`config.mk`:
```
export PLATFORM = sky130hd
export DESIGN_NAME = boot_bus_arbiter
export DESIGN_NICKNAME = d
export VERILOG_FILES = /design/src/rtl/boot_bus_arbiter.sv
export SDC_FILE = /design/constraint.sdc
export NUM_CORES = 1
export LEC_CHECK = 0
export ABC_AREA = 1
export CAP_MARGIN = 10
export CORE_ASPECT_RATIO = 1.75
export CORE_MARGIN = 5
export CORE_UTILIZATION = 46
export DETAILED_ROUTE_END_ITERATION = 12
export PLACE_DENSITY = 0.8
export SYNTH_ARGS = -nofsm -noshare
export SYNTH_HDL_FRONTEND = slang
export SYNTH_SLANG_ARGS = --single-unit
```
`constraint.sdc`:
```
create_clock -name clk -period 2 [get_ports clk]
set_clock_uncertainty 0.05 [all_clocks]
set_input_delay 0.5 -clock clk [delete_from_list [all_inputs] [get_ports clk]]
set_output_delay 0.5 -clock clk [all_outputs]
set_load 0.05 [all_outputs]
```
`src/rtl/boot_bus_arbiter.sv`:
```
// Memory bus owner across boot: copies the bootloader image into RAM, holds the CPU in reset, then hands over.
// Define BOOT_WP_EN to block CPU writes at or above WP_BASE once the CPU owns the bus.
module boot_bus_arbiter #(
    parameter int          RELEASE_CYCLES = 16,
    parameter int          BREAK_HOLD     = 32000000,
    parameter logic [15:0] WP_BASE        = 16'h8000
) (
    input  logic        clk,
    input  logic        reset,
    input  logic        booting,
    input  logic [15:0] boot_address,
    input  logic [7:0]  boot_data,
    output logic        reboot_request,
    input  logic        break_key,
    input  logic [15:0] cpu_address,
    input  logic [7:0]  cpu_dout,
    input  logic        cpu_we,
    output logic        cpu_reset,
    output logic [15:0] mem_address,
    output logic [7:0]  mem_din,
    output logic        mem_we
);

    // state      | meaning
    // S_WAITBOOT | CPU in reset, bus to bootloader, waiting for booting
    // S_BOOT     | bootloader streaming image bytes into RAM
    // S_RELEASE  | image done, counting down before releasing the CPU
    // S_RUN      | CPU owns the bus; long BREAK press requests a reboot
    typedef enum logic [1:0] {
        S_WAITBOOT,
        S_BOOT,
        S_RELEASE,
        S_RUN
    } state_t;

    localparam logic [7:0]  REL_LOAD = 8'(RELEASE_CYCLES - 1);
    localparam logic [25:0] HOLD_TC  = 26'(BREAK_HOLD - 1);
`ifdef BOOT_WP_EN
    localparam logic WP_ENABLE = 1'b1;
`else
    localparam logic WP_ENABLE = 1'b0;
`endif

    state_t      state, state_next;
    logic [7:0]  rel_cnt, rel_cnt_next;
    logic [25:0] hold_cnt;
    logic        break_meta, break_sync;
    logic        hold_hit;
    logic        bus_cpu;
    logic        wp_block;

    always_ff @(posedge clk) begin
        if (reset) begin
            state   <= S_WAITBOOT;
            rel_cnt <= '0;
        end else begin
            state   <= state_next;
            rel_cnt <= rel_cnt_next;
        end
    end

    always_comb begin
        state_next   = state;
        rel_cnt_next = rel_cnt;
        case (state)
            S_WAITBOOT: begin
                if (booting) state_next = S_BOOT;
            end
            S_BOOT: begin
                if (!booting) begin
                    rel_cnt_next = REL_LOAD;
                    state_next   = S_RELEASE;
                end
            end
            S_RELEASE: begin
                if (booting) begin
                    state_next = S_BOOT;
                end else if (rel_cnt == 8'd0) begin
                    state_next = S_RUN;
                end else begin
                    rel_cnt_next = rel_cnt - 8'd1;
                end
            end
            S_RUN: begin
                if (reboot_request) state_next = S_WAITBOOT;
            end
            default: state_next = S_WAITBOOT;
        endcase
    end

    // The pulse is registered, so it lands BREAK_HOLD cycles after the first synchronised-high cycle.
    assign hold_hit = (state == S_RUN) && break_sync && (hold_cnt == HOLD_TC);

    always_ff @(posedge clk) begin
        if (reset) begin
            break_meta     <= 1'b0;
            break_sync     <= 1'b0;
            hold_cnt       <= '0;
            reboot_request <= 1'b0;
        end else begin
            break_meta     <= break_key;
            break_sync     <= break_meta;
            reboot_request <= hold_hit;
            if ((state != S_RUN) || !break_sync || hold_hit || reboot_request)
                hold_cnt <= '0;
            else
                hold_cnt <= hold_cnt + 26'd1;
        end
    end

    assign bus_cpu     = (state == S_RUN);
    assign cpu_reset   = !bus_cpu;
    assign mem_address = bus_cpu ? cpu_address : boot_address;
    assign mem_din     = bus_cpu ? cpu_dout : boot_data;
    assign wp_block    = WP_ENABLE && (cpu_address >= WP_BASE);

    always_comb begin
        mem_we = 1'b0;
        case (state)
            S_WAITBOOT, S_BOOT: mem_we = booting;
            S_RELEASE:          mem_we = 1'b0;
            S_RUN:              mem_we = cpu_we && !wp_block;
            default:            mem_we = 1'b0;
        endcase
        if (reset) mem_we = 1'b0;
    end

endmodule

```
# Yosys cells after proc, flatten, opt, wreduce, memory -nomap -nowiden
# Index checks and enable logic that the tools add are counted.
totals:
  elab_cells: 47
  output_inout_bits: 27
  in_bits: 53
  register_bits: 39
op_classes:
  n_addsub: 2
  n_reduce_logical: 14
  eq_ne: 11
  mux: 14
op_table:
  columns: ["op", "n"]
  rows:
  - ["8-bit 2-to-1 mux", 4]
  - ["26-bit by 1-bit adder with 26-bit output, second input constant", 1]
  - ["26-bit by 25-bit == test with 1-bit output, second input constant", 1]
  - ["16-bit 2-to-1 mux", 1]
  - ["8-bit one-hot mux with 2 select lines", 1]
  - ["2-bit != test, second input constant", 6]
  - ["2-bit 2-to-1 mux", 5]
  - ["8-bit logical NOT", 1]
  - ["2-bit one-hot mux with 4 select lines", 1]
  - ["4-bit AND reduction", 2]
  - ["8-bit by 1-bit subtractor with 8-bit output, second input constant", 1]
  - ["2-bit == test, second input constant", 2]
  - ["2-bit OR reduction", 2]
  - ["1-bit logical OR", 3]
  - ["3-bit != test, second input constant", 1]
  - ["1-bit one-hot mux with 3 select lines", 1]
  - ["2-bit by 1-bit == test with 1-bit output, second input constant", 1]
  - ["1-bit logical AND", 2]
  - ["1-bit logical NOT", 2]
  - ["2-bit logical NOT", 1]
  - ["2-bit nonzero test", 1]
  - ["1-bit 2-to-1 mux", 1]

# Logic depth before layout (Yosys ltp)
# Gate-level depths: netlist (run 1).
logic_depth:
  ltp_word: 6
  depth_mapped: 11
  mapped_depth_nobuf: 11

# Least setup slack after synthesis (run 1)
# OpenSTA, ideal clock, no wires.
synth_timing:
  path_type: "reg2out"
  startpoint: "reg state[1]"
  endpoint: "out mem_address[13]"
  n_path_buf: 1
  slack_ps: -157
  path_stages_with_launch: 5
  required_time_ps: 1450
  arrival_ps: 1607
  cell_sequence: "dfxtp_1 -> nand2_2 -> clkbuf_1 -> nand2_1 -> nand2_1"
synth_between:
  elab_chain_cells: 2
synth_rtl:
  columns: ["item", "line_no", "source"]
  rows:
  - ["from (decl)", "44", "state_t state, state_next;"]
  - ["from (signal assigned)", "57", "state <= state_next;"]
  - ["2-bit == test", "111", "assign bus_cpu = (state == S_RUN);"]
  - ["16-bit 2-to-1 mux", "113", "assign mem_address = bus_cpu ? cpu_address : boot_address;"]
  - ["to (decl)", "19", "output logic [15:0] mem_address,"]
# Every way passes these cells.

# Final worst setup path (run 1)
layout_timing:
  startpoint: "in booting"
  endpoint: "out mem_we"
layout_between:
  elab_chain_cells: 2
layout_rtl:
  columns: ["item", "line_no", "source"]
  rows:
  - ["from (decl)", "10", "input logic booting,"]
  - ["1-bit one-hot mux with 3 select lines", "119", "case (state)"]
  - ["1-bit 2-to-1 mux", "125", "if (reset) mem_we = 1'b0;"]
  - ["to (decl)", "21", "output logic mem_we"]
# Every way passes these cells.

==> summary.txt, run 1 <==
Floorplanning
  – Die area: approximately 6900 µm²
  – Initial core utilization: 0.470
  – Core box area: around 5200 µm²
  – Die Y: roughly 110 µm
  – Die W: around 65 µm
  – I/O pin cnt: 80
  – # rows: 35

GRT
  – Largest net degree at the start of global routing: 27
  – Total gr overflow: 0
  – First-pass GRT wire length: 11.8 mm
  – Initial antenna violation count: 0
  – Gr usage total: 0.215
  – Vias in the first global route: roughly 2700

Route
  – Routed len/inst: 13.5 µm
  – Final antenna-violating net count: 0
  – Drt drc: 0
  – Vias per inst: roughly 5
  – Final WL: 7.24 mm
  – Detailed Routing Iterations Pass 1: 5
  – DRT iter0 DRCs: 150
  – Vias: approximately 2700

Timing
  – Fmax: slightly above 500 MHz
  – Final Hold Fails: 0
  – Worst slew margin: 0.768
  – Count of pins over their slew limit: 0
  – Fin crit share: 0.978
  – Hold WS: ~350 ps
  – Slew @ Worst Pin: ~350 ps
  – Final min period: ~2000 ps
  – Endpoints failing setup: 0
  – RSZ-0062 raised after global routing: yes

Clock tree
  – Clock buffer depth: 2
  – CTS buffer count: 5
  – Root buffer selected by CTS: clkbuf_8
  – TritonCTS clock tree: yes
  – Sink Count: 39
  – H-tree depth: 2
  – CTS clk-pin slew, worst paths: around 60 ps
  – Worst skew pair latency: 280 ps

Yosys
  – Synth Instances: between 300 and 400
  – Synth top area share: 0.319
  – Top post-synthesis cells by area: dfxtp_1, nand2_1, nor2_1
  – Syn Area/Cell: around 6.2 µm²
  – FF+latch count, synth: 39
  – Synth warn: 0
  – Register area share after synthesis: 0.319
  – Yosys top cell by area: dfxtp_1
  – Synth unique cells: 29
  – Mapped Area: 2450 µm²
  – Synth Net Count: between 400 and 500

Setup path
  – CP Launch Type: primary input
  – CP cell instances: clkdlybuf4s50_1 > nand2_2 > a21oi_2 > buf_12
  – Crit-path max FO: 2
  – CP delay by family, top: buffers and inverters
  – Worst Path Required: between 1000 and 1500 ps
  – Slowest cell on crit path: clkdlybuf4s50_1
  – Crit path largest cell delay: 500 ps
  – Worst EP arrival: around 1400 ps
  – WP buf/inv: 2
  – Worst Setup Path Type: primary input to output pin
  – Worst Setup End Kind: output pin

Cells and area
  – Most common cell after layout, fill and taps aside: nand2_1
  – Area of the multi-input gates: ~1500 µm²
  – Storage element area: roughly 800 µm²
  – Post-route design area: roughly 3700 µm²
  – Layout cell share with drive strength beyond 1: 0.154
  – # fillers: 430
  – Most frequent cells in the layout: nand2_1, nor2_1, clkdlybuf4s50_1
  – Diodes inserted: 0
  – Area delta synth->final: 49.3%
  – Nets: ~540
  – Post-layout util: 0.702

Power and ir drop
  – VDD IR-drop max: around 0.45 mV
  – Power density over the cells: approximately 630 nW/µm²
  – Leakage power: between 0.001 and 0.0015 µW

Placed design
  – GPL Wtd Cong: around 0.9
  – Cell Area, Placed: 3560 µm²
  – Port bufs: between 70 and 80
  – Final HPWL DP: 5.81 mm

Run
  – Maxcap violations: 0

Worst hold path
  – Hold crit path type: register to register

Run status
  – Status: finished clean
[cell families after synthesis]
group,count (synthesis),synth area share
buffers and inverters,47,0.0812
AOI/OAI and AO/OA,26,0.0608
adders and majority gates,3,0.0153
xor gates and xnor gates,12,0.0429
and+or+nand+nor,270,0.481
DFF,39,0.319
[cell usage after synthesis]
| cell type | instances |
|---|---|
| nor2b_1 | 1 |
| inv_2 | 3 |
| nor2_2 | 11 |
| buf_2 | 2 |
| nand2_1 | 161 |
| nand3_2 | 2 |
| ha_1 | 3 |
| nor2_4 | 3 |
| nand2_2 | 2 |
| buf_6 | 2 |
| inv_1 | 36 |
| clkinv_4 | 1 |
| nand4_1 | 6 |
| nand2_4 | 1 |
| nand3b_1 | 6 |
| nand3_4 | 1 |
| a21oi_2 | 5 |
| dfxtp_1 | 39 |
| nand3_1 | 15 |
| nor3_1 | 1 |
| or2_2 | 4 |
| nor2_1 | 54 |
| and3_1 | 1 |
| o21ai_0 | 7 |
| clkbuf_1 | 3 |
| xnor2_1 | 4 |
| or2_0 | 1 |
| a21oi_1 | 14 |
| xor2_1 | 8 |
[state kept, by name (all words and copies together), names as in the netlist]
name	flops
break_meta	1
hold_cnt	26
break_sync	1
rel_cnt	8
state	2
reboot_request	1
[worst paths after layout]
check        cells after the start                   start  slack, ps                endpoint
max                              4                 booting         40                  mem_we
min                              2   break_meta$_SDFF_PP0_        350   break_sync$_SDFF_PP0_
max reg2reg                      8  hold_cnt[0]$_SDFF_PP0_        300  hold_cnt[5]$_SDFF_PP0_
min reg2reg                      2   break_meta$_SDFF_PP0_        350   break_sync$_SDFF_PP0_
[metal layers]
metal,vias up,GRT usage,part of all wire
met4,0,0.0979,0.042
met2,69,0.420,0.57
met3,25,0.0370,0.037
met1,1196,0.212,0.36
met5,-,0,0
li1,1391,-,-
[metrics by stage]
step / setup TNS (ps) / total power, µW / setup WS, ps / std cells
floorplan: 0 / 1370 / 4.88 / 397
global placement: -11.8 / 1810 / -11.8 / 529
detailed placement: -31.4 / 1820 / -25.0 / 529
CTS: 0 / 2290 / 5.18 / 535
global route: -29.2 / 2420 / -12.3 / 535
finish: 0 / 2290 / 44.5 / 535
[power by group]
part	internal (µW)	switching, µW	total, µW
sequential	816	37.7	854
clock	232	235	467
combinational	439	526	965
[area by class of cell]
| class | instances | area share |
|---|---|---|
| sequential | 39 | 0.214 |
| inverter | 40 | 0.0445 |
| timing repair buffer | 84 | 0.299 |
| multi-input combinational | 311 | 0.403 |
| clock buffer | 6 | 0.0198 |
| tap | 55 | 0.0188 |
[tightest hold or removal path: stages (launching register included)]
cell	delay, ps
dfxtp_1	300
inv_1	40
nor2_1	30
[timing repair]
item / CTS / global route
pin swaps: 0 / 1
endpoints found under the setup margin: 1 / 25
setup buffers: 0 / 0
hold endpoints to repair: 0 / 0
hold buffers: 0 / 0
cloned: 0 / 0
resized for setup: 1 / 7
Note: power is estimated with default switching activity, not from simulation.
==> inputs of run 2 (changes only) <==
SLEW_MARGIN = 30   (was default)
==> results of run 2 <==
The final DEF is identical to that of run 1; final timing and power are the same.
==> inputs of run 3 (changes only) <==
PLACE_DENSITY = 0.79   (was 0.8)
REMOVE_ABC_BUFFERS = 1   (was default)
==> summary.txt, run 3 (synthesis results as in run 1) <==
Run status
  – Status: finished clean (unchanged)

Floorplanning
  – Die Y: 107 µm (unchanged)
  – I/O pin cnt: 80 (unchanged)
  – Core box area: 5210 µm² (unchanged)
  – # rows: 35 (unchanged)
  – Initial core utilization: 0.470 (unchanged)
  – Die area: 6940 µm² (unchanged)
  – Die W: 65.2 µm (unchanged)

Route
  – Vias per inst: 5.01 (about the same)
  – Met3 wire length: 237 µm (was 268 µm)
  – Vias: 2689 (was 2681)
  – DRT iter0 DRCs: 167 (was 150)
  – Routed len/inst: 13.5 µm (about the same)
  – Met1 WL: 2.59 mm (was 2.57 mm)
  – Drt drc: 0 (unchanged)
  – Final antenna-violating net count: 0 (unchanged)
  – Met2 WL: 4.12 mm (was 4.10 mm)
  – Final WL: 7.23 mm (was 7.24 mm)
  – Top layer in use: met4 (unchanged)
  – Detailed Routing Iterations Pass 1: 5 (unchanged)

Cells and area
  – Post-route design area: 3710 µm² (was 3660 µm²)
  – Diodes inserted: 0 (unchanged)
  – Post-Layout Cell Count: 537 (was 535)
  – Largest register FFs: 26 (unchanged)
  – Most common cell after layout, fill and taps aside: nand2_1 (unchanged)
  – Layout cell share with drive strength beyond 1: 0.156 (was 0.154)
  – Nets: 537 (unchanged)
  – Area delta synth->final: 51.7% (was 49.3%)
  – Most frequent cells in the layout: nand2_1, nor2_1, clkdlybuf4s50_1 (unchanged)
  – Largest registers: hold_cnt (26), rel_cnt (8), state (2) (unchanged)
  – Largest Register: hold_cnt (unchanged)

Clock tree
  – Clock buffer depth: 2 (unchanged)
  – Worst skew pair latency: 290 ps (was 280 ps)
  – Root buffer selected by CTS: clkbuf_8 (unchanged)
  – CTS buffer count: 5 (unchanged)
  – Sink Count: 39 (unchanged)
  – CTS clk-pin slew, worst paths: 70 ps (was 60 ps)
  – TritonCTS clock tree: yes (unchanged)
  – H-tree depth: 2 (unchanged)
  – Postcts setup bufs: 0 (unchanged)

GRT
  – Largest net degree at the start of global routing: 27 (unchanged)
  – Vias in the first global route: 2668 (was 2682)
  – Gr usage total: 0.214 (was 0.215)
  – Total gr overflow: 0 (unchanged)
  – Initial antenna violation count: 0 (unchanged)
  – First-pass GRT wire length: 11.7 mm (was 11.8 mm)

Placed design
  – Port bufs: 79 (unchanged)
  – Cell Area, Placed: 3560 µm² (unchanged)
  – Dpl cells: 529 (unchanged)
  – Final HPWL DP: 5.85 mm (was 5.81 mm)
  – GPL Wtd Cong: 0.897 (was 0.903)

Power and ir drop
  – VDD IR-drop max: 0.437 mV (was 0.445 mV)
  – Leakage power: 0.00148 µW (was 0.00145 µW)
  – Power density over the cells: 694 nW/µm² (was 625 nW/µm²)

Setup path
  – Worst EP arrival: 1390 ps (was 1410 ps)
  – CP cell instances: clkdlybuf4s50_1 > nand2_1 > a21oi_2 > buf_12 (was clkdlybuf4s50_1 > nand2_2 > a21oi_2 > buf_12)
  – Crit path largest cell delay: 480 ps (was 500 ps)
  – Slowest cell on crit path: clkdlybuf4s50_1 (unchanged)
  – Worst Path Required: 1450 ps (about the same)
  – Crit-path max FO: 2 (unchanged)
  – Worst Setup End Kind: output pin (unchanged)
  – CP Launch Type: primary input (unchanged)
  – Worst Setup Path Type: primary input to output pin (unchanged)

Timing
  – Fin crit share: 0.972 (was 0.978)
  – Endpoints failing setup: 0 (unchanged)
  – Post-route setup TNS: 0 ps (unchanged)
  – Final Hold Fails: 0 (unchanged)
  – Hold WS: 361 ps (was 354 ps)
  – Fmax: 514 MHz (was 511 MHz)
  – Final min period: 1940 ps (was 1960 ps)
  – Worst slew margin: 0.772 (was 0.768)
  – Count of pins over their slew limit: 0 (unchanged)
  – RSZ-0062 raised after global routing: no (was yes)
  – Slew @ Worst Pin: 342 ps (was 348 ps)

Run
  – Maxcap violations: 0 (unchanged)

Worst hold path
  – Hold crit path type: register to register (unchanged)
## run 3: worst paths after layout
kind / slack [ps] / from / cells after the start / endpoint
worst min-delay path: 360 / break_meta$_SDFF_PP0_ / 2 / break_sync$_SDFF_PP0_
worst max-delay path: 60 / booting / 4 / mem_we
worst min register to register: 360 / break_meta$_SDFF_PP0_ / 2 / break_sync$_SDFF_PP0_
worst max register to register: 260 / hold_cnt[0]$_SDFF_PP0_ / 8 / hold_cnt[17]$_SDFF_PP0_
## run 3: metrics by stage
step	setup slack, ps	power [µW]	utilization
3_5_place_dp	-42.1	1820	0.683
5_1_grt	1.79	2700	0.713
4_1_cts	26.6	2580	0.709
6_report	56.0	2580	0.713
2_1_floorplan	-446	1370	-
3_3_place_gp	-10.2	1800	0.683
## run 3: critical path: cells and delay by family
family | cells | cell delay [ps]
buf+inv | 2 | 640
simple gates | 1 | 80
compound gates | 1 | 180
## run 3: cell type report
cell class / count / area, µm²
fillers: 428 / 1500
multi-input cells: 311 / 1470
repair buffers: 84 / 1090
flip-flops and latches: 39 / 783
inverters: 40 / 163
clock buffers: 6 / 72.6
well taps: 55 / 68.8
clock inverters: 2 / 60.1
## run 3: routing by layer
layer  vias to the layer above  GRT usage
met4                         0     0.0964
met2                        70      0.434
met3                        20     0.0275
met1                      1210      0.201
met5                         -          0
li1                       1389          -
## run 3: what timing repair did
| item | in CTS | in global routing |
|---|---|---|
| resized for setup | 1 | 6 |
| endpoints found under the setup margin | 1 | 25 |
| pin swaps | 0 | 1 |
| hold buffers | 0 | 0 |
## run 3: report_power, final
part / internal, µW / switching [µW] / leakage [µW]
Combinational: 436 / 522 / 0.00110
Sequential: 815 / 35.5 / 0.000316
Clock: 499 / 271 / 0.0000654
Total: 1750 / 828 / 0.00148
